==> src/rtl/spi_lane_row_driver_if.sv <==
// spi_lane_row_driver_if
//   Valid/ready pixel-word stream feeding spi_lane_row_driver.
//   s_valid  source -> sink   word on s_data is valid
//   s_ready  sink   -> source sink accepts a word this cycle
//   s_data   source -> sink   NUM_LANES words, lane i at [i*WORD_W +: WORD_W]
//   master = word source (frame buffer reader), slave = the driver.
interface spi_lane_row_driver_if #(
   parameter int unsigned NUM_LANES = 8,
   parameter int unsigned WORD_W    = 8
);
   logic                        s_valid;
   logic                        s_ready;
   logic [NUM_LANES*WORD_W-1:0] s_data;

   modport master (output s_valid, output s_data, input s_ready);
   modport slave  (input s_valid, input s_data, output s_ready);
endinterface

==> src/rtl/spi_lane_row_driver.sv <==
// spi_lane_row_driver
//   N-lane SPI transmitter for the LED matrix output stage. Each accepted word is shifted out
//   MSB-first on NUM_LANES MOSI lines sharing spi_clk (idle low, slaves sample on rising edge).
//   After WORDS_PER_ROW words the 74HC595-style row chain is advanced and latched.
// Configuration macro: SPI_LANE_ROW_DRIVER_ROWSEL_EN
//   defined   : ROW_SHIFT/LATCH sequencing drives shift_* and row_idx.
//   undefined : row chain is external; shift_* held 0, row_idx stays 0, row_done still pulses.
// Ports
//   clk, rst    system clock, synchronous active-high reset
//   s_if        slave side of the pixel word stream (s_valid/s_ready/s_data)
//   spi_clk     SPI clock          spi_mosi   one serial bit per lane
//   shift_clk   row chain shift    shift_ser  row chain data (walking one)
//   shift_stcp  row chain latch    shift_en   row chain output enable, active-low
//   row_idx     current row        row_done   1-cycle pulse per completed row
//   busy        high outside IDLE
module spi_lane_row_driver #(
   parameter int unsigned NUM_LANES     = 8,
   parameter int unsigned WORD_W        = 8,
   parameter int unsigned WORDS_PER_ROW = 48,
   parameter int unsigned NUM_ROWS      = 8,
   parameter int unsigned CLK_DIV       = 2,
   parameter int unsigned BLANK_CYCLES  = 4
) (
   input  logic                        clk,
   input  logic                        rst,
   spi_lane_row_driver_if.slave        s_if,
   output logic                        spi_clk,
   output logic [NUM_LANES-1:0]        spi_mosi,
   output logic                        shift_clk,
   output logic                        shift_ser,
   output logic                        shift_stcp,
   output logic                        shift_en,
   output logic [$clog2(NUM_ROWS)-1:0] row_idx,
   output logic                        row_done,
   output logic                        busy
);

   localparam int unsigned DataW = NUM_LANES * WORD_W;
   localparam int unsigned BitW  = (WORD_W > 1) ? $clog2(WORD_W) : 1;
   localparam int unsigned WordW = (WORDS_PER_ROW > 1) ? $clog2(WORDS_PER_ROW) : 1;
   localparam int unsigned RowW  = $clog2(NUM_ROWS);
   // LATCH stretches so that ROW_SHIFT + LATCH keeps the outputs blanked >= BLANK_CYCLES.
   localparam int unsigned LatchCycles = (BLANK_CYCLES > 2 * CLK_DIV) ?
                                         BLANK_CYCLES - 2 * CLK_DIV : 1;
   localparam int unsigned PhMax = (2 * CLK_DIV > LatchCycles) ? 2 * CLK_DIV : LatchCycles;
   localparam int unsigned PhW   = $clog2(PhMax);

`ifdef SPI_LANE_ROW_DRIVER_ROWSEL_EN
   localparam logic EnRst = 1'b1;
`else
   localparam logic EnRst = 1'b0;
`endif

   typedef enum logic [1:0] {StIdle, StShift, StRowShift, StLatch} state_e;

   state_e               state_q, state_d;
   logic [PhW-1:0]       ph_q, ph_d, ph_inc;
   logic [BitW-1:0]      bit_q, bit_d;
   logic [WordW-1:0]     word_q, word_d;
   logic [DataW-1:0]     sr_q, sr_d;
   logic [RowW-1:0]      row_q, row_d;
   logic                 spi_clk_q, spi_clk_d;
   logic                 ready_q, ready_d;
   logic                 sclk_q, sclk_d;
   logic                 ser_q, ser_d;
   logic                 stcp_q, stcp_d;
   logic                 en_q, en_d;
   logic                 done_q, done_d;
   logic                 busy_q, busy_d;
   logic                 accept, last_ph, last_bit, last_word;

   always_comb begin
      state_d   = state_q;
      ph_d      = ph_q;
      bit_d     = bit_q;
      word_d    = word_q;
      sr_d      = sr_q;
      row_d     = row_q;
      spi_clk_d = spi_clk_q;
      ready_d   = 1'b0;
      sclk_d    = sclk_q;
      ser_d     = ser_q;
      stcp_d    = 1'b0;
      en_d      = en_q;
      done_d    = 1'b0;

      accept    = s_if.s_valid & ready_q;
      ph_inc    = ph_q + 1'b1;
      last_ph   = (ph_q == PhW'(2 * CLK_DIV - 1));
      last_bit  = (bit_q == BitW'(WORD_W - 1));
      last_word = (word_q == WordW'(WORDS_PER_ROW - 1));

      unique case (state_q)
         StIdle: begin
            ready_d = 1'b1;
            if (accept) begin
               state_d   = StShift;
               sr_d      = s_if.s_data;
               ph_d      = '0;
               bit_d     = '0;
               spi_clk_d = 1'b0;
               ready_d   = 1'b0;
            end
         end

         StShift: begin
            ph_d      = ph_inc;
            spi_clk_d = (ph_inc >= PhW'(CLK_DIV));
            // Ready is raised for the final high-phase cycle so the next word follows seamlessly.
            ready_d   = (ph_q == PhW'(2 * CLK_DIV - 2)) && last_bit && !last_word;
            if (last_ph) begin
               ph_d      = '0;
               spi_clk_d = 1'b0;
               if (!last_bit) begin
                  bit_d = bit_q + 1'b1;
                  for (int unsigned i = 0; i < NUM_LANES; i++) begin
                     sr_d[i*WORD_W +: WORD_W] = sr_q[i*WORD_W +: WORD_W] << 1;
                  end
               end else begin
                  bit_d = '0;
                  if (last_word) begin
                     word_d = '0;
`ifdef SPI_LANE_ROW_DRIVER_ROWSEL_EN
                     state_d = StRowShift;
                     sclk_d  = 1'b1;
                     // Inject the walking one when wrapping back to row 0.
                     ser_d   = (row_q == RowW'(NUM_ROWS - 1));
                     en_d    = 1'b1;
`else
                     state_d = StIdle;
                     done_d  = 1'b1;
                     ready_d = 1'b1;
`endif
                  end else begin
                     word_d = word_q + 1'b1;
                     if (accept) begin
                        sr_d = s_if.s_data;
                     end else begin
                        state_d = StIdle;
                        ready_d = 1'b1;
                     end
                  end
               end
            end
         end

         StRowShift: begin
            ph_d   = ph_inc;
            sclk_d = (ph_inc < PhW'(CLK_DIV));
            if (last_ph) begin
               state_d = StLatch;
               ph_d    = '0;
               sclk_d  = 1'b0;
               ser_d   = 1'b0;
               stcp_d  = 1'b1;
            end
         end

         StLatch: begin
            ph_d = ph_inc;
            if (ph_q == PhW'(LatchCycles - 1)) begin
               state_d = StIdle;
               ph_d    = '0;
               en_d    = 1'b0;
               row_d   = (row_q == RowW'(NUM_ROWS - 1)) ? '0 : row_q + 1'b1;
               done_d  = 1'b1;
               ready_d = 1'b1;
            end
         end

         default: state_d = StIdle;
      endcase

      busy_d = (state_d != StIdle);
   end

   always_ff @(posedge clk) begin
      if (rst) begin
         state_q   <= StIdle;
         ph_q      <= '0;
         bit_q     <= '0;
         word_q    <= '0;
         sr_q      <= '0;
         row_q     <= '0;
         spi_clk_q <= 1'b0;
         ready_q   <= 1'b0;
         sclk_q    <= 1'b0;
         ser_q     <= 1'b0;
         stcp_q    <= 1'b0;
         en_q      <= EnRst;
         done_q    <= 1'b0;
         busy_q    <= 1'b0;
      end else begin
         state_q   <= state_d;
         ph_q      <= ph_d;
         bit_q     <= bit_d;
         word_q    <= word_d;
         sr_q      <= sr_d;
         row_q     <= row_d;
         spi_clk_q <= spi_clk_d;
         ready_q   <= ready_d;
         sclk_q    <= sclk_d;
         ser_q     <= ser_d;
         stcp_q    <= stcp_d;
         en_q      <= en_d;
         done_q    <= done_d;
         busy_q    <= busy_d;
      end
   end

   // MOSI is the MSB of each lane's shift register, so it only moves when the register shifts.
   always_comb begin
      spi_mosi = '0;
      for (int unsigned i = 0; i < NUM_LANES; i++) begin
         spi_mosi[i] = sr_q[i*WORD_W + WORD_W - 1];
      end
   end

   assign s_if.s_ready = ready_q;
   assign spi_clk      = spi_clk_q;
   assign shift_clk    = sclk_q;
   assign shift_ser    = ser_q;
   assign shift_stcp   = stcp_q;
   assign shift_en     = en_q;
   assign row_idx      = row_q;
   assign row_done     = done_q;
   assign busy         = busy_q;

endmodule
==> src/flat_wrapper.sv <==
// flat-port wrapper written by rule: the top's interface ports become plain ports
module spi_lane_row_driver_flat 
#(
   parameter int unsigned NUM_LANES     = 8,
   parameter int unsigned WORD_W        = 8,
   parameter int unsigned WORDS_PER_ROW = 48,
   parameter int unsigned NUM_ROWS      = 8,
   parameter int unsigned CLK_DIV       = 2,
   parameter int unsigned BLANK_CYCLES  = 4
)
  (clk, rst, spi_clk, spi_mosi, shift_clk, shift_ser, shift_stcp, shift_en, row_idx, row_done, busy, s_if_s_valid, s_if_s_data, s_if_s_ready);
  spi_lane_row_driver_if #(.NUM_LANES(NUM_LANES), .WORD_W(WORD_W)) s_if_i ();
  input  logic clk;
  input  logic rst;
  output logic spi_clk;
  output logic [NUM_LANES-1:0] spi_mosi;
  output logic shift_clk;
  output logic shift_ser;
  output logic shift_stcp;
  output logic shift_en;
  output logic [$clog2(NUM_ROWS)-1:0] row_idx;
  output logic row_done;
  output logic busy;
  input wire logic [$bits(s_if_i.s_valid)-1:0] s_if_s_valid;
  input wire logic [$bits(s_if_i.s_data)-1:0] s_if_s_data;
  output wire logic [$bits(s_if_i.s_ready)-1:0] s_if_s_ready;
  assign s_if_i.s_valid = s_if_s_valid;
  assign s_if_i.s_data = s_if_s_data;
  assign s_if_s_ready = s_if_i.s_ready;
  spi_lane_row_driver #(.NUM_LANES(NUM_LANES), .WORD_W(WORD_W), .WORDS_PER_ROW(WORDS_PER_ROW), .NUM_ROWS(NUM_ROWS), .CLK_DIV(CLK_DIV), .BLANK_CYCLES(BLANK_CYCLES)) u_core (.clk(clk), .rst(rst), .s_if(s_if_i), .spi_clk(spi_clk), .spi_mosi(spi_mosi), .shift_clk(shift_clk), .shift_ser(shift_ser), .shift_stcp(shift_stcp), .shift_en(shift_en), .row_idx(row_idx), .row_done(row_done), .busy(busy));
endmodule
==> config.mk <==
export PLATFORM = sky130hd
export DESIGN_NAME = spi_lane_row_driver_flat
export DESIGN_NICKNAME = d
export VERILOG_FILES = /design/src/rtl/spi_lane_row_driver_if.sv /design/src/rtl/spi_lane_row_driver.sv /design/src/flat_wrapper.sv
export SDC_FILE = /design/constraint.sdc
export NUM_CORES = 1
export LEC_CHECK = 0
export BUFFER_PORTS_ARGS = -buffer_cell sky130_fd_sc_hd__buf_4
export CAP_MARGIN = 15
export CORE_MARGIN = 2
export CORE_UTILIZATION = 40
export DETAILED_ROUTE_END_ITERATION = 6
export PLACE_DENSITY = 0.71
export SETUP_SLACK_MARGIN = 0.2
export SLEW_MARGIN = 10
export SYNTH_ARGS = -nofsm -noshare
export SYNTH_HDL_FRONTEND = slang
export SYNTH_SLANG_ARGS = --single-unit
==> constraint.sdc <==
create_clock -name clk -period 1.8 [get_ports clk]
set_input_delay 0.27 -clock clk [delete_from_list [all_inputs] [get_ports clk]]
set_output_delay 0.27 -clock clk [all_outputs]
set_load 0.05 [all_outputs]
==> impl_metrics.py <==
metrics = {
    "power": {
        "report.power.total_mw": 5.72,
        "ir_drop_v": 0.000636,
        "power.leakage_nw": 2.34,
        "power.density_cell_area_nw_per_um2": 1070,
    },
    "yosys": {
        "synth.ff_latch_count": 86,
        "syn_avg_cell_area_um2": 9.21,
        "netlist-cell-type-count": 44,
        "netlist_instances": 433,
        "synth-edff-count": 0,
        "prevailing_post_synth_register_cell": "dfxtp_1",
        "synth_area_um2": 3990,
        "seq_total_area_yosys_pct": 43.2,
        "yosysWarnings": 0,
        "share_of_async_settable_or_async_resettable_flops_after_synthesis_pct": 0,
    },
    "critical_path": {
        "timing_worst_setup_path_type": "reg2reg",
        "crit-reg2reg-launch": "u_core.word_q[0]$_SDFFE_PP0P_",
        "cp_data_required_time_ns": 2.10,
        "critical_path.startpoint": "u_core.word_q[0]$_SDFFE_PP0P_",
        "cp_data_arrival_time_ns": 2.03,
        "worst_setup_path_end_kind": "register",
        "worst-path-max-fanout": 14,
        "worstSetupStartpointType": "register",
        "r2r_setup_slack_ns": 0.07,
    },
    "placement": {
        "gp_congestion": 0.836,
        "place_ws_ns": 0.0176,
        "place_hpwl_um": 6280,
        "io_buffers": 83,
        "dpl.cell_count": 625,
    },
    "sta": {
        "timing.final.hold_violations": 0,
        "grt_setup_unrepaired": "true",
        "worst_clock_skew_ns": 0.0124,
        "layout_worst_path_cycle_share_pct": 96.2,
        "finalWorstSetupSlack_ns": 0.0692,
        "fmaxAchievable_ghz": 0.578,
        "final-setup-viol-count": 0,
        "setup_total_negative_slack_ns": 0,
        "timing.final.crit_period_ns": 1.73,
        "max_slew_vio_count": 0,
    },
    "floorplanning": {
        "die_height_um": 104,
        "die_w_um": 104,
        "ioPinCount": 86,
        "start_util_pct": 41.0,
        "core-area_um2": 9730,
        "placementRows": 36,
        "die_outline_area_um2": 10800,
    },
    "outcome": {
        "status": "finished clean",
    },
    "routing": {
        "route.detailed.wl_per_inst_um": 16.2,
        "detail_route.first_pass.iterations": 4,
        "drcViolationCount": 0,
        "drt-vias-per-instance": 5.29,
        "routed-via-count": 3490,
        "drt_wl_total_um": 10700,
        "detail-route-antenna-nets": 0,
        "detail_route.iter0.violations": 174,
    },
    "clock_network": {
        "clk_pin_slew_ns": 0.09,
        "post_cts_hold_buffer_count": 0,
        "clk-insertion-delay-late_ns": 0.36,
        "tritoncts_clock_tree": "yes",
        "clock_path_buffers": 2,
        "clock_sink_count": 86,
        "cts_htree_levels": 3,
        "number_of_buffers_inserted_during_clock_tree_synthesis": 9,
        "root_buffer": "clkbuf_8",
    },
    "worst_hold_path": {
        "worstHoldPathType": "in2reg",
        "hp-start": "s_if_s_data[24]",
    },
    "global_route": {
        "grt_max_degree": 34,
        "overflow": 0,
        "grt_usage_pct": 18.4,
        "grt_first_pass_wirelength_um": 16200,
        "grt_antenna_before_repair": 0,
        "first_global_vias": 3281,
    },
    "cells_and_area": {
        "fin_cells": 660,
        "drive_gt1_share_pct": 34.9,
        "numnets_final": 602,
        "insertedDiodeCount": 0,
        "flow.area_growth_from_synthesis_pct": 34.2,
    },
    "flow_run": {
        "drv_cap": 0,
    },
}
cell type report:
type / instances / area, µm²
multi-input combinational: 302 / 2150
inverter: 6 / 22.5
clock inverter: 4 / 55.1
tap: 133 / 166
sequential: 86 / 1730
clock buffer: 12 / 155
fill: 874 / 4380
timing repair buffer: 117 / 1070
Yosys cell counts (5+ instances only):
cell type	instances	share of area, %
nand3_1	8	1.0
inv_1	6	0.56
buf_4	10	1.9
dfxtp_1	86	43
nand2_1	19	1.8
buf_6	6	1.7
o221a_1	56	16
clkbuf_1	12	1.1
buf_8	5	1.9
a21oi_1	13	1.6
nor2_1	133	13
mux2i_1	9	2.3
ha_1	13	4.1
buf_2	6	0.75
timing repair:
item,CTS,global route
endpoints found under the setup margin,69,71
gates resized for setup,20,33
gates cloned,2,6
pin swaps,4,3
buffers inserted,6,5
cell families after synthesis:
kind of cell               share of synthesized area [%]
and+or+nand+nor                                     18.9
AOI/OAI and AO/OA                                   22.2
DFF                                                 43.2
buffers and inverters                               8.00
adders and majority gates                           4.08
muxes                                               2.54
xor gates and xnor gates                            1.10
other                                             0.0940
worst max-delay path, stage by stage (launching register included):
cell and delay [ns]:
dfxtp_2 0.35, ha_4 0.17, and3b_1 0.18, and2_4 0.19
o311ai_4 0.22, buf_6 0.19, clkbuf_16 0.19, o221a_1 0.18
sequential cells by signal, summed over array words and instances, names as in the netlist:
name	flops
u_core.spi_clk	1
u_core.ph_q	2
u_core.busy	1
u_core.sr_q	64
u_core.bit_q	3
u_core.state_q	2
u_core.shift_clk	1
u_core.word_q	6
u_core.row_done	1
u_core.s_if.s_ready	1
u_core.shift_stcp	1
u_core.row_idx	3
final timing paths:
check | cells after the start | to
max | 7 | u_core.sr_q[49]$_SDFFE_PP0P_
min | 3 | u_core.sr_q[24]$_SDFFE_PP0P_
max reg2reg | 7 | u_core.sr_q[49]$_SDFFE_PP0P_
min reg2reg | 2 | u_core.bit_q[1]$_SDFFE_PP0P_
metal layers:
layer  part of all wire [%]  track usage (%)
met5                      0                0
met4                    1.1             5.79
met3                    4.5             4.07
met2                     49             30.2
met1                     46             24.2
layout by cell type, fill, tap and decap left out, types with 2 or more instances in the layout:
master and n:
nor2_1 113, buf_4 100, dfxtp_1 79, o221a_1 56, nor2_2 19, nand2_1 14
a21oi_1 13, clkbuf_8 11, mux2i_1 8, nand3_1 7, buf_6 7, ha_4 6
dfxtp_2 6, ha_1 5, inv_1 4, nand2_2 4, o21ai_1 4, nand4_1 4
o21ai_0 4, xor2_1 4, clkbuf_16 4, and2_1 3, buf_16 3, buf_12 3
inv_2 2, nand2b_1 2, and3b_1 2, o311ai_4 2, a31oi_1 2, or3_1 2
and3_1 2, ha_2 2, conb_1 2, clkinv_4 2
per-stage QoR:
| step | utilization (%) | instance area [µm²] | hold WS [ns] |
|---|---|---|---|
| finish | 55.0 | 5350 | 0.140 |
| global placement | 48.3 | 4700 | 0.452 |
| detailed placement | 48.3 | 4700 | 0.455 |
| global route | 55.0 | 5350 | 0.148 |
| CTS | 52.4 | 5090 | 0.126 |
| floorplan | - | 4050 | 0.414 |
power breakdown:
part           leakage, nW  total [mW]  internal [mW]  switching (mW)
registers            0.703        2.44           2.24           0.208
logic                 1.54        1.85          0.897           0.950
clock network        0.103        1.43          0.723           0.703
total                 2.34        5.72           3.86            1.86
(Power assumes the default switching activity.)
